[config.mk]
export PLATFORM = sky130hd
export DESIGN_NAME = execute_stage
export DESIGN_NICKNAME = d
export VERILOG_FILES = /design/src/rtl/core_pkg.sv /design/src/rtl/forward_mux.sv /design/src/rtl/execute_stage.sv
export SDC_FILE = /design/constraint.sdc
export NUM_CORES = 1
export LEC_CHECK = 0
export CORE_AREA = 4 4 77 79
export CTS_BUF_LIST = sky130_fd_sc_hd__clkbuf_8 sky130_fd_sc_hd__clkbuf_16
export CTS_CLUSTER_DIAMETER = 100
export CTS_CLUSTER_SIZE = 8
export DETAILED_ROUTE_END_ITERATION = 7
export DIE_AREA = 0 0 81 83
export PLACE_DENSITY = 0.8
export SLEW_MARGIN = 25
export SYNTH_ARGS = -nofsm -noshare
export SYNTH_HDL_FRONTEND = slang
export SYNTH_SLANG_ARGS = --single-unit
[constraint.sdc]
create_clock -name clk -period 3.6 [get_ports clk]
set_clock_uncertainty 0.1 [all_clocks]
set_input_delay 0.36 -clock clk [delete_from_list [all_inputs] [get_ports clk]]
set_output_delay 0.36 -clock clk [all_outputs]
set_load 0.05 [all_outputs]
[src/rtl/core_pkg.sv]
// Shared widths, opcodes and EX-stage FSM states for the 8-bit pipelined core.
package core_pkg;
   localparam int DATA_W  = 8;
   localparam int RADDR_W = 3;
   localparam int IMM_W   = 3;
   localparam int ADDR_W  = 8;

   localparam logic [1:0] OP_ADD = 2'b00;
   localparam logic [1:0] OP_LI  = 2'b01;
   localparam logic [1:0] OP_SUB = 2'b10;
   localparam logic [1:0] OP_J   = 2'b11;

   typedef enum logic {
      ST_RUN    = 1'b0,
      ST_SQUASH = 1'b1
   } ex_state_t;
endpackage

[src/rtl/forward_mux.sv]
// Operand forward select: own output register beats writeback beats register file.
// Purely combinational; no flow control.
module forward_mux #(
   parameter int DATA_W  = 8,
   parameter int RADDR_W = 3
) (
   input  logic [RADDR_W-1:0] index,
   input  logic [DATA_W-1:0]  rf_data,
   input  logic               out_valid,
   input  logic               out_we,
   input  logic [RADDR_W-1:0] out_rdest,
   input  logic [DATA_W-1:0]  out_data,
   input  logic               wb_we,
   input  logic [RADDR_W-1:0] wb_rdest,
   input  logic [DATA_W-1:0]  wb_data,
   output logic [DATA_W-1:0]  operand
);
   always_comb begin
      operand = rf_data;
      if (out_valid && out_we && (out_rdest == index)) begin
         operand = out_data;
      end else if (wb_we && (wb_rdest == index)) begin
         operand = wb_data;
      end
   end
endmodule

[src/rtl/execute_stage.sv]
// EX stage: forwarded ALU with a registered result and a jump redirect/squash FSM.
// Latency 1 cycle; no backpressure, one slot accepted every cycle.
module execute_stage
   import core_pkg::*;
#(
   parameter int DATA_W       = core_pkg::DATA_W,
   parameter int RADDR_W      = core_pkg::RADDR_W,
   parameter int IMM_W        = core_pkg::IMM_W,
   parameter int ADDR_W       = core_pkg::ADDR_W,
   parameter int SQUASH_DEPTH = 2
) (
   input  logic               clk,
   input  logic               reset,
   input  logic               in_valid,
   input  logic [1:0]         in_opcode,
   input  logic [RADDR_W-1:0] in_rdest,
   input  logic [RADDR_W-1:0] in_rsrc,
   input  logic [IMM_W-1:0]   in_imm,
   input  logic [ADDR_W-1:0]  in_jump_addr,
   input  logic [DATA_W-1:0]  in_rd_data,
   input  logic [DATA_W-1:0]  in_rs_data,
   input  logic               wb_we,
   input  logic [RADDR_W-1:0] wb_rdest,
   input  logic [DATA_W-1:0]  wb_data,
   output logic               out_valid,
   output logic               out_we,
   output logic [1:0]         out_opcode,
   output logic [RADDR_W-1:0] out_rdest,
   output logic [DATA_W-1:0]  out_data,
   output logic               out_carry,
   output logic               redirect_valid,
   output logic [ADDR_W-1:0]  redirect_addr,
   output logic               squashing
);
   localparam int CNT_W = $clog2(SQUASH_DEPTH + 1);

   ex_state_t        state, state_nxt;
   logic [CNT_W-1:0] cnt, cnt_nxt;
   logic             eff_valid;
   logic             take_jump;
   logic [DATA_W-1:0] rd_op, rs_op;
   logic [DATA_W:0]   sum;
   logic [DATA_W-1:0] alu_data;
   logic              alu_carry;

   assign eff_valid = in_valid && (state == ST_RUN);
   assign take_jump = eff_valid && (in_opcode == OP_J);
   assign squashing = (state == ST_SQUASH);

   forward_mux #(.DATA_W(DATA_W), .RADDR_W(RADDR_W)) u_fwd_rd (
      .index(in_rdest), .rf_data(in_rd_data),
      .out_valid(out_valid), .out_we(out_we), .out_rdest(out_rdest), .out_data(out_data),
      .wb_we(wb_we), .wb_rdest(wb_rdest), .wb_data(wb_data),
      .operand(rd_op)
   );

   forward_mux #(.DATA_W(DATA_W), .RADDR_W(RADDR_W)) u_fwd_rs (
      .index(in_rsrc), .rf_data(in_rs_data),
      .out_valid(out_valid), .out_we(out_we), .out_rdest(out_rdest), .out_data(out_data),
      .wb_we(wb_we), .wb_rdest(wb_rdest), .wb_data(wb_data),
      .operand(rs_op)
   );

   assign sum = {1'b0, rd_op} + {1'b0, rs_op};

   // LI and J leave the carry flag untouched
   always_comb begin
      alu_data  = '0;
      alu_carry = out_carry;
      case (in_opcode)
         OP_ADD: begin
            alu_data  = sum[DATA_W-1:0];
            alu_carry = sum[DATA_W];
         end
         OP_SUB: begin
            alu_data  = rd_op - rs_op;
            alu_carry = (rd_op < rs_op);
         end
         OP_LI:   alu_data = {{(DATA_W-IMM_W){in_imm[IMM_W-1]}}, in_imm};
         OP_J:    alu_data = '0;
      endcase
   end

   always_comb begin
      state_nxt = state;
      cnt_nxt   = cnt;
      case (state)
         ST_RUN: begin
            if (take_jump) begin
               state_nxt = ST_SQUASH;
               cnt_nxt   = CNT_W'(SQUASH_DEPTH);
            end
         end
         ST_SQUASH: begin
            cnt_nxt = cnt - CNT_W'(1);
            if (cnt == CNT_W'(1)) begin
               state_nxt = ST_RUN;
            end
         end
      endcase
   end

   always_ff @(posedge clk) begin
      if (reset) begin
         state          <= ST_RUN;
         cnt            <= '0;
         out_valid      <= 1'b0;
         out_we         <= 1'b0;
         out_opcode     <= '0;
         out_rdest      <= '0;
         out_data       <= '0;
         out_carry      <= 1'b0;
         redirect_valid <= 1'b0;
         redirect_addr  <= '0;
      end else begin
         state          <= state_nxt;
         cnt            <= cnt_nxt;
         out_valid      <= eff_valid;
         out_we         <= eff_valid && (in_opcode != OP_J);
         redirect_valid <= take_jump;
         if (take_jump) begin
            redirect_addr <= in_jump_addr;
         end
         if (eff_valid) begin
            out_opcode <= in_opcode;
            out_rdest  <= in_rdest;
            out_data   <= alu_data;
            out_carry  <= alu_carry;
         end
      end
   end
endmodule

---- Word-level counts from Yosys, hierarchy flattened ----
Index checks and enable logic that the tools add are counted.
storage, ports and cells
  flip-flop bits (word level) ............. 28
  bits in latches ......................... 0
  bits in writable memories ............... 0
  memory bits (read-only) ................. 0
  input bits .............................. 50
  output and inout port bits .............. 26
  word-level logic and storage cells ...... 47
  memories ................................ 0
cells by class
  add/sub/neg operators ................... 3
  multipliers ............................. 0
  divide/modulo/power cells ............... 0
  $lt $le $gt $ge ......................... 1
  equal/unequal tests ..................... 10
  shifts and indexed selects .............. 0
  muxes and demuxes ....................... 11
  bitwise gates (word level) .............. 1
  reduce and logical (&&, ||, !) cells .... 11
operators by type and width
  cell                                                 number
  2-to-1 mux 8 bit                                     4
  one-hot mux 8 bit (4 select lines)                   1
  equality test 3 bit                                  4
  adder 8 x 8 -> 9 bit                                 1
  logical AND 1 bit                                    8
  less-than comparator 8 bit                           1
  subtractor 8 bit                                     1
  equality test 2 x 1 -> 1 bit, second input constant  2
  equality test 2 bit, second input constant           2
  != test 2 bit, second input constant                 2
  one-hot mux 1 bit (2 select lines)                   2
  one-hot mux 2 bit (2 select lines)                   1
  logical NOT 2 bit                                    1
  2-to-1 mux 1 bit                                     2
  2-to-1 mux 2 bit                                     1
  AND reduction 2 bit                                  1
  nonzero test 2 bit                                   1
  subtractor 2 x 1 -> 2 bit, second input constant     1
  NOT 1 bit                                            1

---- Longest topological paths before layout ----
Gate-level depths: netlist of run 1.
  depth after elaboration ................. 6
  depth in mapped cells ................... 14
  gate-level depth less buffers ........... 14

---- Modules after synthesis ----
Synthesis of run 1 repeated with hierarchy kept, for this count alone.
second synthesis, totals
  cells, all modules ...................... 293
  area total of the unflattened synthesis .. 2303.5 um2
by module, submodules not included
  module         instances  cells each  area each (um2)
  execute_stage  1          223         1760.4
  forward_mux    2          35          271.5

---- Least setup slack after synthesis of run 1 ----
OpenSTA, ideal clock, no wires.
  path type ............................... flip-flop to flip-flop
  from .................................... register out_we
  to ...................................... register out_data[6]
  library setup time ...................... 0.127 ns
  arrival time ............................ 3.459 ns
  data required time ...................... 3.373 ns
  path slack .............................. -0.086 ns
  stages on the path, launching flop included .. 14
  buffers on the path ..................... 2
  clock period less this slack ............ 3.686 ns
  cells stage by stage .................... dfxtp_1 -> nand2_1 -> nor4_4 -> clkbuf_1 -> nand2_1 -> o21ai_0 -> ha_1 -> clkbuf_1 -> a21oi_1 -> nor2_1 -> a2111oi_2 -> mux2i_1 -> mux2i_1 -> or3_1
between the ends
  word-level cells in the longest chain between the ends .. 5
ends and longest elaborated chain
  item                                                      RTL line                                  RTL
  start: declaration                                        execute_stage.sv:26                       output logic out_we,
  start signal: assignment                                  execute_stage.sv:119                      out_we <= eff_valid && (in_opcode != OP_J);
  logical AND 1 bit (*)                                     forward_mux.sv:20                         if (out_valid && out_we && (out_rdest == index)) begin
  logical AND 1 bit                                         forward_mux.sv:20
  2-to-1 mux 8 bit                                          forward_mux.sv:20
  subtractor 8 bit or adder 8 x 8 -> 9 bit (tied branches)  execute_stage.sv:76, execute_stage.sv:64
  one-hot mux 8 bit (4 select lines) (*)                    execute_stage.sv:70                       case (in_opcode)
  end signal: assignment                                    execute_stage.sv:127                      out_data <= alu_data;
  end: declaration                                          execute_stage.sv:29                       output logic [DATA_W-1:0] out_data,
Mark *: on every way between the ends. The rest lies on a longest branch, timed or not.
A chain may end at the register's enable or synchronous reset.

---- Final worst setup path of run 1 ----
  from .................................... input in_rsrc[0]
  to ...................................... register out_data[5]
between the ends
  word-level cells in the longest chain between the ends .. 6
ends and longest elaborated chain
  item                                                      RTL line                                  RTL
  start: declaration                                        execute_stage.sv:17                       input logic [RADDR_W-1:0] in_rsrc,
  equality test 3 bit                                       forward_mux.sv:22                         end else if (wb_we && (wb_rdest == index)) begin
  logical AND 1 bit                                         forward_mux.sv:22
  2-to-1 mux 8 bit                                          forward_mux.sv:22
  2-to-1 mux 8 bit (*)                                      forward_mux.sv:20
  subtractor 8 bit or adder 8 x 8 -> 9 bit (tied branches)  execute_stage.sv:76, execute_stage.sv:64
  one-hot mux 8 bit (4 select lines) (*)                    execute_stage.sv:70
Marked as above.

==> metrics, run 1 <==
crit path launch type input port; Power Density 311 nW/um2; Clock Sink Count 28; num ports 76; first-pass GRT wire length ~12000 um; placed instance area 3470 um2; Data required, critical path ~3700 ps; combined area of all synthesized cells around 2400 um2; hold buffer count at CTS 0; async set-reset flop share out of synthesis 0%; Post-Synthesis Net Count just under 400; Layout Area Growth over Synthesis 50.1%; count of endpoints failing hold in the final timing report 0; library cell appearing most often on the critical path o21ai_1; max capacitance violation total 0; number of max-slew violations in the final report 0; cell types with the highest counts after synthesis nand2_1 (48), a21oi_1 (31), nor2_1 (31); half-perimeter wire length after detailed placement 5720 um; TritonCTS clock tree yes; highest metal layer with signal wires met4; antenna diode instance count 0; slowest library cell on the worst path clkdlybuf4s50_1; post-placement setup slack -385 ps; routed length on met3 534 um; layout cell share with drive strength beyond 1 15.7%; hold path startpoint in_rdest[0]; GRT Util Overall 20.9%; number of placement rows 27; Starting Density 45.6%; Starting DRT DRC Count 181; clk root buf clkbuf_8; number of antenna violations at the first check in global routing 0; worst slew pin tran 669 ps; total negative slack for setup checks 0 ps; run status complete, no violations; count of nets after finishing 490; WHS Path Cells 3; Primary FF master, synth dfxtp_1; most common cell in the synthesized netlist nand2_1; average footprint of a synthesized cell 7.58 um2; number of synthesized register bits 28; total of buffers placed on input and output ports 75; kind of critical path input port to flip-flop; count of warnings emitted by yosys 0; total length of routed met2 wires ~3500 um; cell count of the worst reg-to-reg path 14; width of the chip 81 um; area used by multi-input combinational logic 1840 um2; Reg clk slew, reported paths 100 ps; clk buf depth 2; Placeable Area 5340 um2; worst-path maximum fanout 5; clock latency on the worst-skew pair approximately 280 ps; share of the synthesized area in the top cell type a little under a quarter; reg-to-reg slack, setup about 260 ps; Post-Route Utilization 68.4%; area taken by flip-flops and latches 567 um2; Finish-stage setup viols 0; full die area 6720 um2; number of remaining DRC errors 0; classification of the worst-slack hold path input port to flip-flop; post-synthesis cell type with the largest combined area dfxtp_1; endpoint type of the worst setup path flip-flop; via total after detailed routing approximately 2.7k; number of distinct library cells after synthesis 52; Detail Route Antenna Nets 0; WP data arrival 3590 ps; maximum single-stage delay on the critical path around 550 ps; EDFF count, synth 0; fin crit period about 3500 ps; Met1 Routed Length 3210 um; cell leakage power 1.60 nW; Filler cells about 460; maximum level of the CTS H-tree 1; number of instances in the synthesized netlist 321; worst flop-to-flop path startpoint out_rdest[0]; minimum setup slack in the final design 98.1 ps; pin count of the biggest net entering global routing 29; drt pass-1 iters 5; chain of cells forming the critical path clkdlybuf4s50_1 -> xor2_1 -> nor4_4 -> o21ai_0 -> ha_1 -> nor4_2 -> o21ai_1 -> a22oi_1 -> o21ai_1 -> o41ai_2 -> buf_4 -> nor2_1 -> a211o_1; Num CTS Buffers 3; Routability Congestion 0.891; number of global-route vias before repair 2529; design area 3650 um2; total grt overflow 0; total length of routed wires 7330 um; worst slew margin relative to its limit 55.3%; top cells by area in the synthesized netlist dfxtp_1 (23%), ha_1 (9.3%), mux2i_1 (7.8%), nand2_1 (7.4%), a21oi_1 (6.4%); detailed-route wire length per cell approximately 15 um; die height roughly 83 um; worst IR drop on VDD 0.266 mV; Hold Path End out_rdest[0]; Crit Reg-Reg Endpoint out_data[5]; Max Clock Freq between 200 and 300 MHz; via count normalized by instance count 5.44; sequential area share after synthesis roughly 23%; final cycle utilization of the critical path 97.3%
metrics by stage:
stage          cells  hold WS (ps)  power, mW
2_1_floorplan    321           389      0.659
3_3_place_gp     487           341      0.850
3_5_place_dp     487           350      0.861
4_1_cts          491           364       1.12
5_1_grt          493           331       1.19
6_report         493           316       1.13
area by class of cell:
class	instances	area share, %
clock buffers	3	1.13
flip-flops and latches	28	15.5
inverters	17	1.75
clock inverters	1	0.823
repair buffers	109	28.0
well taps	72	2.47
multi-input cells	263	50.3
registers in the layout (all words and copies together), names as in the netlist:
name	flops
out_we	1
redirect_addr	8
out_opcode	2
out_valid	1
cnt	2
squashing	1
out_rdest	3
out_carry	1
redirect_valid	1
out_data	8
layer usage:
| metal | global-route usage (%) | up-vias |
|---|---|---|
| li1 | - | 1338 |
| met1 | 27.2 | 1231 |
| met2 | 34.5 | 102 |
| met3 | 3.90 | 12 |
| met4 | 5.99 | 0 |
| met5 | 0 | - |
worst max-delay path by stage:
stage                      startpoint          end  slack [ps]  cells after the start
final                      in_rsrc[0]  out_data[5]         100                     13
after global routing       in_rsrc[0]  out_data[5]         -20                     14
after CTS                 in_rdest[0]  out_data[5]           3                     16
after detailed placement  in_rdest[0]  out_data[5]        -390                     16
after global placement    in_rdest[1]  out_data[5]        -250                     16
after floorplan                out_we  out_data[6]         120                     13
what timing repair did:
item	in CTS	in global routing
gates cloned	0	0
setup buffers	0	2
pin swaps	0	7
setup endpoints to repair	1	5
resized for setup	1	17
report_power, final:
| part | total (mW) | leakage [nW] | switching, mW | internal (mW) |
|---|---|---|---|---|
| Clock | 0.251 | 0.0357 | 0.102 | 0.149 |
| Combinational | 0.525 | 1.34 | 0.287 | 0.239 |
| Sequential | 0.357 | 0.232 | 0.0241 | 0.333 |
critical path: cells and delay by family:
family / cells / cell delay (ps)
compound gates: 6 / 1350
buf+inv: 2 / 720
simple gates: 3 / 710
fa+ha+maj: 1 / 280
xor+xnor: 1 / 160
layout by cell type (no fill, tap or decap), types with 3 or more instances in the layout:
master,instances
nand2_1,48
mux2i_1,18
a21oi_1,30
nor2_1,31
nand2b_1,5
nor2b_1,4
o21ai_0,18
xnor2_1,3
xnor2_2,6
dfxtp_2,5
nor3_1,15
buf_4,34
clkbuf_8,3
inv_1,17
o211ai_1,4
or3_1,3
dlymetal6s2s_1,6
dfxtp_1,23
nand3_1,5
clkdlybuf4s50_1,69
ha_1,18
xor2_1,7
cells by family (layout without fill, tap and decap cells):
kind of cell | after synthesis | after routing | synth area share (%)
and+or+nand+nor | 131 | 131 | 27.7
DFF | 28 | 28 | 23.0
adders and majority gates | 18 | 18 | 9.26
muxes | 19 | 19 | 7.82
buffers and inverters | 30 | 130 | 4.63
xor gates and xnor gates | 16 | 16 | 6.69
AOI/OAI and AO/OA | 79 | 79 | 20.8
Power figures use the tool's default switching activity.
==> inputs of run 2 (changes only) <==
--- a/config.mk
+++ b/config.mk
@@ -8,7 +8,7 @@
 export CORE_AREA = 4 4 77 79
 export CTS_BUF_LIST = sky130_fd_sc_hd__clkbuf_8 sky130_fd_sc_hd__clkbuf_16
 export CTS_CLUSTER_DIAMETER = 100
-export CTS_CLUSTER_SIZE = 8
+export CTS_CLUSTER_SIZE = 30
 export DETAILED_ROUTE_END_ITERATION = 7
 export DIE_AREA = 0 0 81 83
 export PLACE_DENSITY = 0.8
==> results of run 2 <==
The final DEF is identical to that of run 1; final timing and power are the same.
==> edit: new RTL, config.mk and constraints of run 2 <==
`RADDR_W` is set to 3 in 2 places; all go to 2.
--- a/src/rtl/core_pkg.sv
+++ b/src/rtl/core_pkg.sv
@@ -1,7 +1,7 @@
 // Shared widths, opcodes and EX-stage FSM states for the 8-bit pipelined core.
 package core_pkg;
    localparam int DATA_W  = 8;
-   localparam int RADDR_W = 3;
+   localparam int RADDR_W = 2;
    localparam int IMM_W   = 3;
    localparam int ADDR_W  = 8;
 
--- a/src/rtl/forward_mux.sv
+++ b/src/rtl/forward_mux.sv
@@ -2,7 +2,7 @@
 // Purely combinational; no flow control.
 module forward_mux #(
    parameter int DATA_W  = 8,
-   parameter int RADDR_W = 3
+   parameter int RADDR_W = 2
 ) (
    input  logic [RADDR_W-1:0] index,
    input  logic [DATA_W-1:0]  rf_data,
Ports: changed (resized in_rdest, in_rsrc, out_rdest and wb_rdest); port bits go from 76 to 72. The function was not compared with the original's and may differ.
==> edit against run 2 <==
- sequential share of layout area grew 0.20 points
- worst hold slack better by 0.043 ns
- highest routed layer unchanged
- first-iteration DRC count fell by 51%
- sequential cell count shrank 1
- largest cell class unchanged
- worst setup slack gained 0.064 ns
- utilization decreased by 4.0 points
- routed wire length fell by 5.3%
- final area shrank 5.8%
- area after synthesis is 4.8% lower
- final cell count is 2.2% lower
- total power down 6.7%
==> edit: results <==
# TYPE chip_impl_metric gauge
chip_impl_info{name="run_status",value="complete, no violations"} 1
chip_impl_metric{name="grt_max_degree",unit=""} 22
chip_impl_metric{name="power.static_leakage",unit="nW"} 1.46
chip_impl_metric{name="wire_per_inst",unit="um"} 14.4
chip_impl_metric{name="synth_cell_type_count",unit=""} 51
chip_impl_metric{name="mean_area_per_synthesized_cell",unit="um2"} 7.57
chip_impl_info{name="startpoint",value="in_rdest[1]"} 1
chip_impl_metric{name="grt_first_pass_wirelength",unit="um"} 11700
chip_impl_metric{name="groute.layer.met2.usage",unit=""} 0.369
chip_impl_info{name="crit-reg2reg-launch",value="out_rdest[1]$_SDFFE_PP0P_"} 1
chip_impl_metric{name="vias",unit=""} 2602
chip_impl_metric{name="io_buffers",unit=""} 71
chip_impl_metric{name="drtIter0Drc",unit=""} 89
chip_impl_info{name="hold_path.startpoint",value="redirect_addr[3]$_SDFFE_PP0P_"} 1
chip_impl_metric{name="ff2ff_path_depth",unit=""} 15
chip_impl_metric{name="floorplan.initialDensity",unit=""} 0.434
chip_impl_metric{name="timing.critical_path.slowest_cell_delay",unit="ns"} 0.44
chip_impl_metric{name="worst_pin_slew",unit="ns"} 0.596
chip_impl_metric{name="gr-usage-met1",unit=""} 0.264
chip_impl_info{name="min_path_type",value="reg2reg"} 1
chip_impl_metric{name="setup.reg_to_reg.worst_slack",unit="ns"} 0.43
chip_impl_metric{name="globalplace.congestion",unit=""} 0.902
chip_impl_info{name="cell_with_the_biggest_individual_delay_on_the_critical_path",value="sky130_fd_sc_hd__clkdlybuf4s50_1"} 1
chip_impl_info{name="worst_hold_path.endpoint",value="redirect_addr[3]$_SDFFE_PP0P_"} 1
chip_impl_metric{name="placedCellCount",unit=""} 478
chip_impl_metric{name="worst_ep_arrival_time",unit="ns"} 3.51
chip_impl_metric{name="drt_pass1_iterations",unit=""} 4
chip_impl_metric{name="grt_util_met3",unit=""} 0.0260
chip_impl_metric{name="timing.hold.worst_path_depth",unit=""} 2
chip_impl_metric{name="via_count_of_the_first_global_routing_pass",unit=""} 2590
chip_impl_info{name="reg_top3",value="out_data: 8 flops, redirect_addr: 8 flops"} 1
chip_impl_metric{name="cts.repair.resized",unit=""} 0
chip_impl_metric{name="timing.critical_path.fanout_max",unit=""} 6
chip_impl_metric{name="synth.net_count",unit=""} 371
chip_impl_metric{name="layout-drive-gt1-share",unit=""} 0.151
chip_impl_metric{name="holdWs",unit="ns"} 0.359
chip_impl_info{name="synthTopCellsByArea",value="sky130_fd_sc_hd__dfxtp_1 23%, sky130_fd_sc_hd__ha_1 9.7%, sky130_fd_sc_hd__mux2i_1 7.8%"} 1
chip_impl_metric{name="routed_via_density",unit=""} 5.40
## edit: cell count changes in the layout (fill, tap and decap cells not counted), sizes merged, moves of 6 or more
cell / delta
xnor2: -7
buf: +9
o21ai: +9
or3: +6
dlymetal6s2s: -6
nor2: -14
## edit: cells by family after synthesis
family / Yosys count / share of synthesized area
compound gates: 97 / 0.280
buf+inv: 33 / 0.0535
mux: 18 / 0.0778
simple gates: 102 / 0.217
fa+ha+maj: 18 / 0.0972
xor+xnor: 11 / 0.0416
flops: 27 / 0.233
## edit: worst max-delay path by stage
stage	end
after floorplan	out_data[5]$_SDFFE_PP0P_
after global placement	out_data[5]$_SDFFE_PP0P_
after detailed placement	out_data[5]$_SDFFE_PP0P_
after CTS	out_data[5]$_SDFFE_PP0P_
after global routing	out_carry$_SDFFE_PP0P_
final	out_data[5]$_SDFFE_PP0P_
## edit: cell type report
class | instances | area, um2
inverters | 19 | 71.3
clock inverters | 1 | 8.76
well taps | 72 | 90.1
clock buffers | 3 | 41.3
multi-input cells | 246 | 1650
repair buffers | 114 | 1030
flip-flops and latches | 27 | 541
fillers | 468 | 1900
## edit: critical path: cells and delay by family
kind | cells | cell delay, ns
buffers and inverters | 5 | 1.00
AO/OA/AOI/OAI | 7 | 1.35
XOR/XNOR | 1 | 0.17
adder cells (fa/ha/maj) | 1 | 0.22
AND/OR/NAND/NOR | 3 | 0.39
## edit: stage by stage
step,area (um2),setup slack (ns),utilization
6_report,3440,0.162,0.644
5_1_grt,3440,0.0117,0.644
4_1_cts,3440,0.152,0.644
3_5_place_dp,3390,-0.140,0.635
3_3_place_gp,3390,-0.0680,0.635
2_1_floorplan,2320,0.174,-
## edit: per-layer routing
| metal | vias to the layer above | routed length [um] |
|---|---|---|
| li1 | 1306 | - |
| met5 | - | 0 |
| met2 | 63 | 3460 |
| met1 | 1223 | 3020 |
| met3 | 10 | 320 |
| met4 | 0 | 132 |
## edit: power breakdown
| group | leakage, nW | internal (mW) | total (mW) | switching [mW] |
|---|---|---|---|---|
| Clock | 0.0261 | 0.0813 | 0.187 | 0.106 |
| Sequential | 0.222 | 0.320 | 0.339 | 0.0198 |
| Combinational | 1.21 | 0.248 | 0.531 | 0.284 |
| Total | 1.46 | 0.649 | 1.06 | 0.409 |
